`src/rtl/sequencer_if.sv`:
```
// Control-bus bundle between the sequencer and its datapath and display.
// io_req/io_ack: the sequencer raises io_req and holds it; the transfer completes on the rising edge where io_req and io_ack are both 1; io_ack at any other time is ignored.
interface sequencer_if #(
    parameter int OP_W = 3
);
    logic            start;
    logic [OP_W-1:0] op;
    logic            io_sel;
    logic            io_ack;

    logic            PC_bus;
    logic            IR_bus;
    logic            ACC_bus;
    logic            MDR_bus;
    logic            load_PC;
    logic            INC_PC;
    logic            load_IR;
    logic            load_MAR;
    logic            load_MDR;
    logic            load_ACC;
    logic            CS;
    logic            R_NW;
    logic [1:0]      alu_op;
    logic            io_req;
    logic            halted;
    logic [2:0]      state_dbg;

    modport master (
        output start, op, io_sel, io_ack,
        input  PC_bus, IR_bus, ACC_bus, MDR_bus, load_PC, INC_PC, load_IR,
               load_MAR, load_MDR, load_ACC, CS, R_NW, alu_op, io_req, halted,
               state_dbg
    );

    modport slave (
        input  start, op, io_sel, io_ack,
        output PC_bus, IR_bus, ACC_bus, MDR_bus, load_PC, INC_PC, load_IR,
               load_MAR, load_MDR, load_ACC, CS, R_NW, alu_op, io_req, halted,
               state_dbg
    );
endinterface

```
`src/rtl/sequencer.sv`:
```
// Microcoded-style control sequencer: fetch/execute FSM with registered Moore outputs.
// Outputs are decoded from the next state and next op register so they line up with the state register.
module sequencer #(
    parameter int OP_W = 3
) (
    input logic        clock,
    input logic        reset,
    sequencer_if.slave bus
);
    localparam logic [OP_W-1:0] OP_LOAD  = OP_W'(0);
    localparam logic [OP_W-1:0] OP_STORE = OP_W'(1);
    localparam logic [OP_W-1:0] OP_XOR   = OP_W'(2);
    localparam logic [OP_W-1:0] OP_XNOR  = OP_W'(3);

    typedef enum logic [2:0] {
        S_IDLE    = 3'd0,
        S_FETCH_A = 3'd1,
        S_FETCH_B = 3'd2,
        S_EXEC_A  = 3'd3,
        S_EXEC_B  = 3'd4,
        S_WAIT_IO = 3'd5,
        S_HALTED  = 3'd6
    } state_t;

    typedef struct packed {
        logic       pc_bus;
        logic       ir_bus;
        logic       acc_bus;
        logic       mdr_bus;
        logic       load_pc;
        logic       inc_pc;
        logic       load_ir;
        logic       load_mar;
        logic       load_mdr;
        logic       load_acc;
        logic       cs;
        logic       r_nw;
        logic [1:0] alu_op;
        logic       io_req;
        logic       halted;
    } ctrl_t;

    localparam ctrl_t CTRL_RST = '{r_nw: 1'b1, default: '0};

    state_t          r_state;
    logic [OP_W-1:0] r_op;
    ctrl_t           r_ctrl;

    state_t          w_next;
    logic [OP_W-1:0] w_op_next;
    ctrl_t           w_ctrl;

    always_comb begin
        w_next    = r_state;
        w_op_next = r_op;
        case (r_state)
            S_IDLE:    if (bus.start) w_next = S_FETCH_A;
            S_FETCH_A: w_next = S_FETCH_B;
            S_FETCH_B: w_next = S_EXEC_A;
            S_EXEC_A: begin
                w_op_next = bus.op;
                w_next    = S_EXEC_B;
            end
            S_EXEC_B: begin
                case (r_op)
                    OP_LOAD, OP_XOR, OP_XNOR: w_next = S_FETCH_A;
                    OP_STORE: w_next = bus.io_sel ? S_WAIT_IO : S_FETCH_A;
                    default:  w_next = S_HALTED;
                endcase
            end
            S_WAIT_IO: if (bus.io_ack) w_next = S_FETCH_A;
            S_HALTED:  w_next = S_HALTED;
            default:   w_next = S_IDLE;
        endcase
    end

    always_comb begin
        w_ctrl = CTRL_RST;
        case (w_next)
            S_FETCH_A: begin
                w_ctrl.pc_bus   = 1'b1;
                w_ctrl.load_mar = 1'b1;
            end
            S_FETCH_B: begin
                w_ctrl.cs      = 1'b1;
                w_ctrl.mdr_bus = 1'b1;
                w_ctrl.load_ir = 1'b1;
                w_ctrl.inc_pc  = 1'b1;
            end
            S_EXEC_A: begin
                w_ctrl.ir_bus   = 1'b1;
                w_ctrl.load_mar = 1'b1;
            end
            S_EXEC_B: begin
                case (w_op_next)
                    OP_LOAD, OP_XOR, OP_XNOR: begin
                        w_ctrl.cs       = 1'b1;
                        w_ctrl.mdr_bus  = 1'b1;
                        w_ctrl.load_acc = 1'b1;
                        w_ctrl.alu_op   = (w_op_next == OP_XOR)  ? 2'b01 :
                                          (w_op_next == OP_XNOR) ? 2'b10 : 2'b00;
                    end
                    OP_STORE: begin
                        w_ctrl.acc_bus  = 1'b1;
                        w_ctrl.load_mdr = 1'b1;
                        w_ctrl.cs       = 1'b1;
                        w_ctrl.r_nw     = 1'b0;
                    end
                    // A halting opcode already reports halted during its execute cycle.
                    default: w_ctrl.halted = 1'b1;
                endcase
            end
            S_WAIT_IO: w_ctrl.io_req = 1'b1;
            S_HALTED:  w_ctrl.halted = 1'b1;
            default:   w_ctrl = CTRL_RST;
        endcase
    end

    always_ff @(posedge clock or posedge reset) begin
        if (reset) begin
            r_state <= S_IDLE;
            r_op    <= '0;
            r_ctrl  <= CTRL_RST;
        end else begin
            r_state <= w_next;
            r_op    <= w_op_next;
            r_ctrl  <= w_ctrl;
        end
    end

    assign bus.PC_bus    = r_ctrl.pc_bus;
    assign bus.IR_bus    = r_ctrl.ir_bus;
    assign bus.ACC_bus   = r_ctrl.acc_bus;
    assign bus.MDR_bus   = r_ctrl.mdr_bus;
    assign bus.load_PC   = r_ctrl.load_pc;
    assign bus.INC_PC    = r_ctrl.inc_pc;
    assign bus.load_IR   = r_ctrl.load_ir;
    assign bus.load_MAR  = r_ctrl.load_mar;
    assign bus.load_MDR  = r_ctrl.load_mdr;
    assign bus.load_ACC  = r_ctrl.load_acc;
    assign bus.CS        = r_ctrl.cs;
    assign bus.R_NW      = r_ctrl.r_nw;
    assign bus.alu_op    = r_ctrl.alu_op;
    assign bus.io_req    = r_ctrl.io_req;
    assign bus.halted    = r_ctrl.halted;
    assign bus.state_dbg = r_state;
endmodule

```
`src/flat_wrapper.sv`:
```
// flat-port wrapper written by rule: the top's interface ports become plain ports
module sequencer_flat 
#(
    parameter int OP_W = 3
)
  (clock, reset, bus_start, bus_op, bus_io_sel, bus_io_ack, bus_PC_bus, bus_IR_bus, bus_ACC_bus, bus_MDR_bus, bus_load_PC, bus_INC_PC, bus_load_IR, bus_load_MAR, bus_load_MDR, bus_load_ACC, bus_CS, bus_R_NW, bus_alu_op, bus_io_req, bus_halted, bus_state_dbg);
  sequencer_if #(.OP_W(OP_W)) bus_i ();
  input logic clock;
  input logic reset;
  input wire logic [$bits(bus_i.start)-1:0] bus_start;
  input wire logic [$bits(bus_i.op)-1:0] bus_op;
  input wire logic [$bits(bus_i.io_sel)-1:0] bus_io_sel;
  input wire logic [$bits(bus_i.io_ack)-1:0] bus_io_ack;
  output wire logic [$bits(bus_i.PC_bus)-1:0] bus_PC_bus;
  output wire logic [$bits(bus_i.IR_bus)-1:0] bus_IR_bus;
  output wire logic [$bits(bus_i.ACC_bus)-1:0] bus_ACC_bus;
  output wire logic [$bits(bus_i.MDR_bus)-1:0] bus_MDR_bus;
  output wire logic [$bits(bus_i.load_PC)-1:0] bus_load_PC;
  output wire logic [$bits(bus_i.INC_PC)-1:0] bus_INC_PC;
  output wire logic [$bits(bus_i.load_IR)-1:0] bus_load_IR;
  output wire logic [$bits(bus_i.load_MAR)-1:0] bus_load_MAR;
  output wire logic [$bits(bus_i.load_MDR)-1:0] bus_load_MDR;
  output wire logic [$bits(bus_i.load_ACC)-1:0] bus_load_ACC;
  output wire logic [$bits(bus_i.CS)-1:0] bus_CS;
  output wire logic [$bits(bus_i.R_NW)-1:0] bus_R_NW;
  output wire logic [$bits(bus_i.alu_op)-1:0] bus_alu_op;
  output wire logic [$bits(bus_i.io_req)-1:0] bus_io_req;
  output wire logic [$bits(bus_i.halted)-1:0] bus_halted;
  output wire logic [$bits(bus_i.state_dbg)-1:0] bus_state_dbg;
  assign bus_i.start = bus_start;
  assign bus_i.op = bus_op;
  assign bus_i.io_sel = bus_io_sel;
  assign bus_i.io_ack = bus_io_ack;
  assign bus_PC_bus = bus_i.PC_bus;
  assign bus_IR_bus = bus_i.IR_bus;
  assign bus_ACC_bus = bus_i.ACC_bus;
  assign bus_MDR_bus = bus_i.MDR_bus;
  assign bus_load_PC = bus_i.load_PC;
  assign bus_INC_PC = bus_i.INC_PC;
  assign bus_load_IR = bus_i.load_IR;
  assign bus_load_MAR = bus_i.load_MAR;
  assign bus_load_MDR = bus_i.load_MDR;
  assign bus_load_ACC = bus_i.load_ACC;
  assign bus_CS = bus_i.CS;
  assign bus_R_NW = bus_i.R_NW;
  assign bus_alu_op = bus_i.alu_op;
  assign bus_io_req = bus_i.io_req;
  assign bus_halted = bus_i.halted;
  assign bus_state_dbg = bus_i.state_dbg;
  sequencer #(.OP_W(OP_W)) u_core (.clock(clock), .reset(reset), .bus(bus_i));
endmodule
```
`config.mk`:
```
export PLATFORM = sky130hd
export DESIGN_NAME = sequencer_flat
export DESIGN_NICKNAME = d
export VERILOG_FILES = /design/src/rtl/sequencer_if.sv /design/src/rtl/sequencer.sv /design/src/flat_wrapper.sv
export SDC_FILE = /design/constraint.sdc
export NUM_CORES = 1
export LEC_CHECK = 0
export CAP_MARGIN = 25
export CORE_ASPECT_RATIO = 1.1
export CORE_MARGIN = 4
export CORE_UTILIZATION = 47
export DETAILED_ROUTE_END_ITERATION = 16
export PLACE_DENSITY = 0.81
export RECOVER_POWER = 25
export REMOVE_ABC_BUFFERS = 1
export SYNTH_ARGS = -nofsm -noshare
export SYNTH_HDL_FRONTEND = slang
export SYNTH_SLANG_ARGS = --single-unit
```
`constraint.sdc`:
```
create_clock -name clock -period 3.9 [get_ports clock]
set_input_delay 0.585 -clock clock [delete_from_list [all_inputs] [get_ports clock]]
set_output_delay 0.585 -clock clock [all_outputs]
set_load 0.02 [all_outputs]
```
Word level (Yosys, flattened, before mapping)
Index checks and enable logic that the tools add are counted.
Widths: inputs -> output; s select.
{"block": "totals", "register_bits": 21, "input_bits": 8, "output_inout_bits": 19, "word_cells": 66}
{"block": "classes", "eq_ne": 18, "mux": 25, "n_reduce_logical": 7}
{"op": "$eq 3x2->1 const B", "count": 8}
{"op": "$pmux 3 s7", "count": 1}
{"op": "$eq 3x3->1 const B", "count": 6}
{"op": "$mux 3", "count": 5}
{"op": "$eq 3x1->1 const B", "count": 4}
{"op": "$mux 1", "count": 10}
{"op": "$mux 2", "count": 5}
{"op": "$logic_not 3->1", "count": 3}
{"op": "$pmux 1 s2", "count": 3}
{"op": "$pmux 3 s2", "count": 1}
{"op": "$reduce_or 3->1", "count": 2}
{"op": "$reduce_or 4->1", "count": 1}
{"op": "$reduce_or 2->1", "count": 1}

Logic depth before layout (Yosys ltp)
{"block": "logic_depth", "depth_word": 7, "ltp_mapped": 4}

Least setup slack after synthesis
No wires, ideal clock.
{"block": "synth_path", "path_kind": "input port to flip-flop", "startpoint": "in bus_io_sel", "endpoint": "reg u_core.r_ctrl (netlist bit u_core.bus.PC_bus)", "setup_ns": 0.069, "arrival_time_ns": 1.335, "required_ns": 3.831, "path_slack_ns": 2.496, "stages": 3, "cell_sequence": "and3b_2 -> o311ai_2 -> and4b_1"}
{"item": "start, declared", "line": "flat_wrapper.sv:12", "source": "input wire logic [$bits(bus_i.io_sel)-1:0] bus_io_sel;"}
{"item": "end signal, assigned", "line": "sequencer.sv:127", "source": "r_ctrl <= w_ctrl;"}
{"item": "end, declared", "line": "sequencer.sv:47", "source": "ctrl_t r_ctrl;"}

Worst setup path in the final report
{"block": "layout_path", "startpoint": "reg u_core.r_state[1] (netlist: u_core.bus.state_dbg[1])", "endpoint": "out bus_state_dbg[1]"}
{"item": "start, declared", "line": "sequencer.sv:45", "source": "state_t r_state;"}
{"item": "start signal, assigned", "line": "sequencer.sv:125", "source": "r_state <= w_next;"}
{"item": "end, declared", "line": "flat_wrapper.sv:29", "source": "output wire logic [$bits(bus_i.state_dbg)-1:0] bus_state_dbg;"}
No word-level cell between the ends.

==> impl_metrics.env <==
export IMPL_finalClockSkew_ps=2.94
export IMPL_comb_power_share_pct=46.4
export IMPL_nNetsFinal=102
export IMPL_cp_required_ps=3310
export IMPL_path_cells="clkdlybuf4s50_1"
export IMPL_tritoncts="yes"
export IMPL_cp_top_family="buffers and inverters"
export IMPL_cts_buffers=3
export IMPL_root_buffer="clkbuf_4"
export IMPL_drc_errors=0
export IMPL_start_util_pct=52.0
export IMPL_grt_max_degree=20
export IMPL_routedWlPerCell_um=14.1
export IMPL_dr_pass1_iters=4
export IMPL_synth_main_ff_cell="dfrtp_1"
export IMPL_htree_levels=1
export IMPL_num_antenna_cells=0
export IMPL_ys_types=36
export IMPL_relSlewSlack_pct=53.1
export IMPL_hp_class="reg2reg"
export IMPL_grt_pass1_wl_um=2620
export IMPL_hold_violations=0
export IMPL_area_growth_pct=29.6
export IMPL_power_density_nw_per_um2=747
export IMPL_grt_pass1_vias=576
export IMPL_path_depth=1
export IMPL_synth_top_area_cell="dfrtp_1"
export IMPL_clockBufferDepth=2
export IMPL_p_int_w=0.000503
export IMPL_ys_ff_latch=19
export IMPL_synth_top_cells_by_count="dfrtp_1, a21oi_1, buf_4, inv_1, nand2_1"
export IMPL_rrSetupSlack_ps=2440
export IMPL_grt_overflow=0
export IMPL_io_pins=27
export IMPL_cp_endpoint="bus_state_dbg[1]"
export IMPL_p_sw_share_pct=38.8
export IMPL_cts_setup_buffers=0
export IMPL_synthCells=70
export IMPL_yosys_mux_area_fraction_pct=2.65
export IMPL_synth_xor_area_share_pct=0
export IMPL_post_route_min_period_ps=2260
export IMPL_crit_start="u_core.bus.state_dbg[1]"
export IMPL_die_area_um2=2550
export IMPL_pwr_share_seq_pct=41.8
export IMPL_rr_startpoint="u_core.bus.state_dbg[1]"
export IMPL_netlist_top_cells_area="dfrtp_1, buf_4, dfstp_2, mux2_2, a21oi_1"
export IMPL_r2r_end="u_core.bus.MDR_bus"
export IMPL_ctsHoldBuffers=0
export IMPL_ctsResizeCount=0
export IMPL_antenna_found_initial=0
export IMPL_grt_total_usage_pct=13.4
export IMPL_dp_hpwl_um=1160
export IMPL_viasPerCell=5.40
export IMPL_synth_top_cell_area_share_pct=53.1
export IMPL_setup_violations=0
export IMPL_r2r_cells=3
export IMPL_p_switching_w=0.000318
export IMPL_synth_most_common_cell="dfrtp_1"
export IMPL_synth_simple_area_share_pct=18.1
export IMPL_fmax_ghz=0.443
export IMPL_num_rows=15
export IMPL_cts_reportedPaths_clkPinSlew_ps=100
export IMPL_synth_top_family_by_area="simple AND/OR/NAND/NOR gates"
export IMPL_ant_nets=0
export IMPL_crit_type="reg2out"
export IMPL_dp_worst_setup_slack_ps=1940
export IMPL_arrival_ps=1670
export IMPL_cp_slowest_stage_delay_ps=710
export IMPL_final_max_slew_violation_count=0
export IMPL_clkPwrFrac_pct=11.8
export IMPL_syn_area_per_cell_um2=12.1
export IMPL_wl_um=1550
export IMPL_synth_compound_area_share_pct=15.3
export IMPL_synthAdderAreaFrac_pct=0
export IMPL_clock_sinks=19
export IMPL_cap_violations=0
export IMPL_crit_buf_inv=1
export IMPL_critPathSlowestCell="clkdlybuf4s50_1"
export IMPL_synthesis_area_um2=848
export IMPL_outcome="finished clean"
export IMPL_yosysSeqAreaShare_pct=56.2
export IMPL_worstPathMaxFanout=18
export IMPL_dieWidth_um=48.5
export IMPL_clock_latency_ps=290
export IMPL_p_leak_nw=0.491
export IMPL_die_h_um=52.6
export IMPL_start_kind="register"
export IMPL_postLayoutSetupSlackWorst_ps=1640
export IMPL_synth_edff_count=0
export IMPL_rsz0062_at_grt="no"
export IMPL_peakVddDrop_uv=441
export IMPL_post_route_period_util_pct=57.9
export IMPL_worst_pin_slew_ps=702
export IMPL_dr_total_vias=594
export IMPL_port_buffers=25
export IMPL_cp_end_kind="output port"
export IMPL_fp_coreArea_um2=1630
export IMPL_drtIter0Drc=3
export IMPL_yosysWarningCount=0
export IMPL_final_setup_tns_ps=0
export IMPL_final_layout_size_suffix_gt1_share_pct=17.2
export IMPL_gp_congestion=0.783
export IMPL_ys_async_sr_fraction_pct=100
## worst reg2reg max path, stage by stage (launching register included)
cell and delay (ps):
dfrtp_1 580, and4bb_2 360, a21boi_4 140, or2_2 270
## power by group through the flow
stage	Combinational [W]	Clock [W]	Sequential, W
global route	0.000411	0.000110	0.000357
CTS	0.000386	0.000101	0.000343
global placement	0.000378	0	0.000341
finish	0.000381	0.0000967	0.000343
floorplan	0.000162	0	0.000405
detailed placement	0.000385	0	0.000348
## final cells by class
| cell class | instances | area, µm² |
|---|---|---|
| fillers | 133 | 533 |
| flip-flops and latches | 19 | 477 |
| clock buffers | 4 | 26.3 |
| repair buffers | 25 | 250 |
| well taps | 17 | 21.3 |
| inverters | 4 | 15.0 |
| multi-input cells | 41 | 310 |
## layout by cell type, fill, tap and decap left out, types with 2 or more instances in the layout
| master | count |
|---|---|
| a21oi_1 | 4 |
| and2b_1 | 2 |
| clkbuf_4 | 3 |
| clkdlybuf4s50_1 | 24 |
| dfrtp_1 | 18 |
| inv_1 | 4 |
| mux2_2 | 2 |
| nand2_1 | 4 |
| nand2b_1 | 2 |
| nor2_1 | 3 |
## through the flow
step | instance area [µm²] | cells | hold slack, ps | utilization [%] | total power [W]
6_report | 1100 | 110 | 507 | 67.4 | 0.000821
5_1_grt | 1100 | 110 | 546 | 67.4 | 0.000878
4_1_cts | 1100 | 110 | 518 | 67.4 | 0.000830
3_5_place_dp | 1070 | 106 | 493 | 65.7 | 0.000734
3_3_place_gp | 1070 | 106 | 461 | 65.7 | 0.000719
2_1_floorplan | 802 | 64 | 441 | - | 0.000568
## flip-flops by register name (all words and copies together), names as in the netlist
register,cells
u_core.bus.state_dbg,3
u_core.r_op,3
u_core.bus.alu_op,2
u_core.bus.ACC_bus,1
u_core.bus.CS,1
u_core.bus.INC_PC,1
u_core.bus.IR_bus,1
u_core.bus.MDR_bus,1
u_core.bus.PC_bus,1
u_core.bus.R_NW,1
u_core.bus.halted,1
u_core.bus.io_req,1
u_core.bus.load_ACC,1
u_core.bus.load_MAR,1
## cells by family after synthesis
logic type	Yosys count
simple gates	23
flops	19
compound gates	15
buf+inv	10
mux	2
other cells	1
## worst min-delay path by stage
stage                              start        endpoint  cells after the start
final                     u_core.r_op[1]  u_core.r_op[1]                      2
after global routing      u_core.r_op[0]  u_core.r_op[0]                      1
after CTS                 u_core.r_op[1]  u_core.r_op[1]                      2
after detailed placement  u_core.r_op[1]  u_core.r_op[1]                      2
after global placement    u_core.r_op[1]  u_core.r_op[1]                      2
after floorplan           u_core.r_op[1]  u_core.r_op[1]                      2
## metal layers
| layer | up-vias | GRT usage (%) | wire length, µm |
|---|---|---|---|
| met5 | - | 0 | 0 |
| met4 | 0 | 8.07 | 28 |
| met3 | 2 | 2.28 | 64 |
| met2 | 17 | 23.9 | 800 |
| met1 | 292 | 14.9 | 657 |
| li1 | 283 | - | - |
No activity file was read; power rests on OpenSTA's default activity.
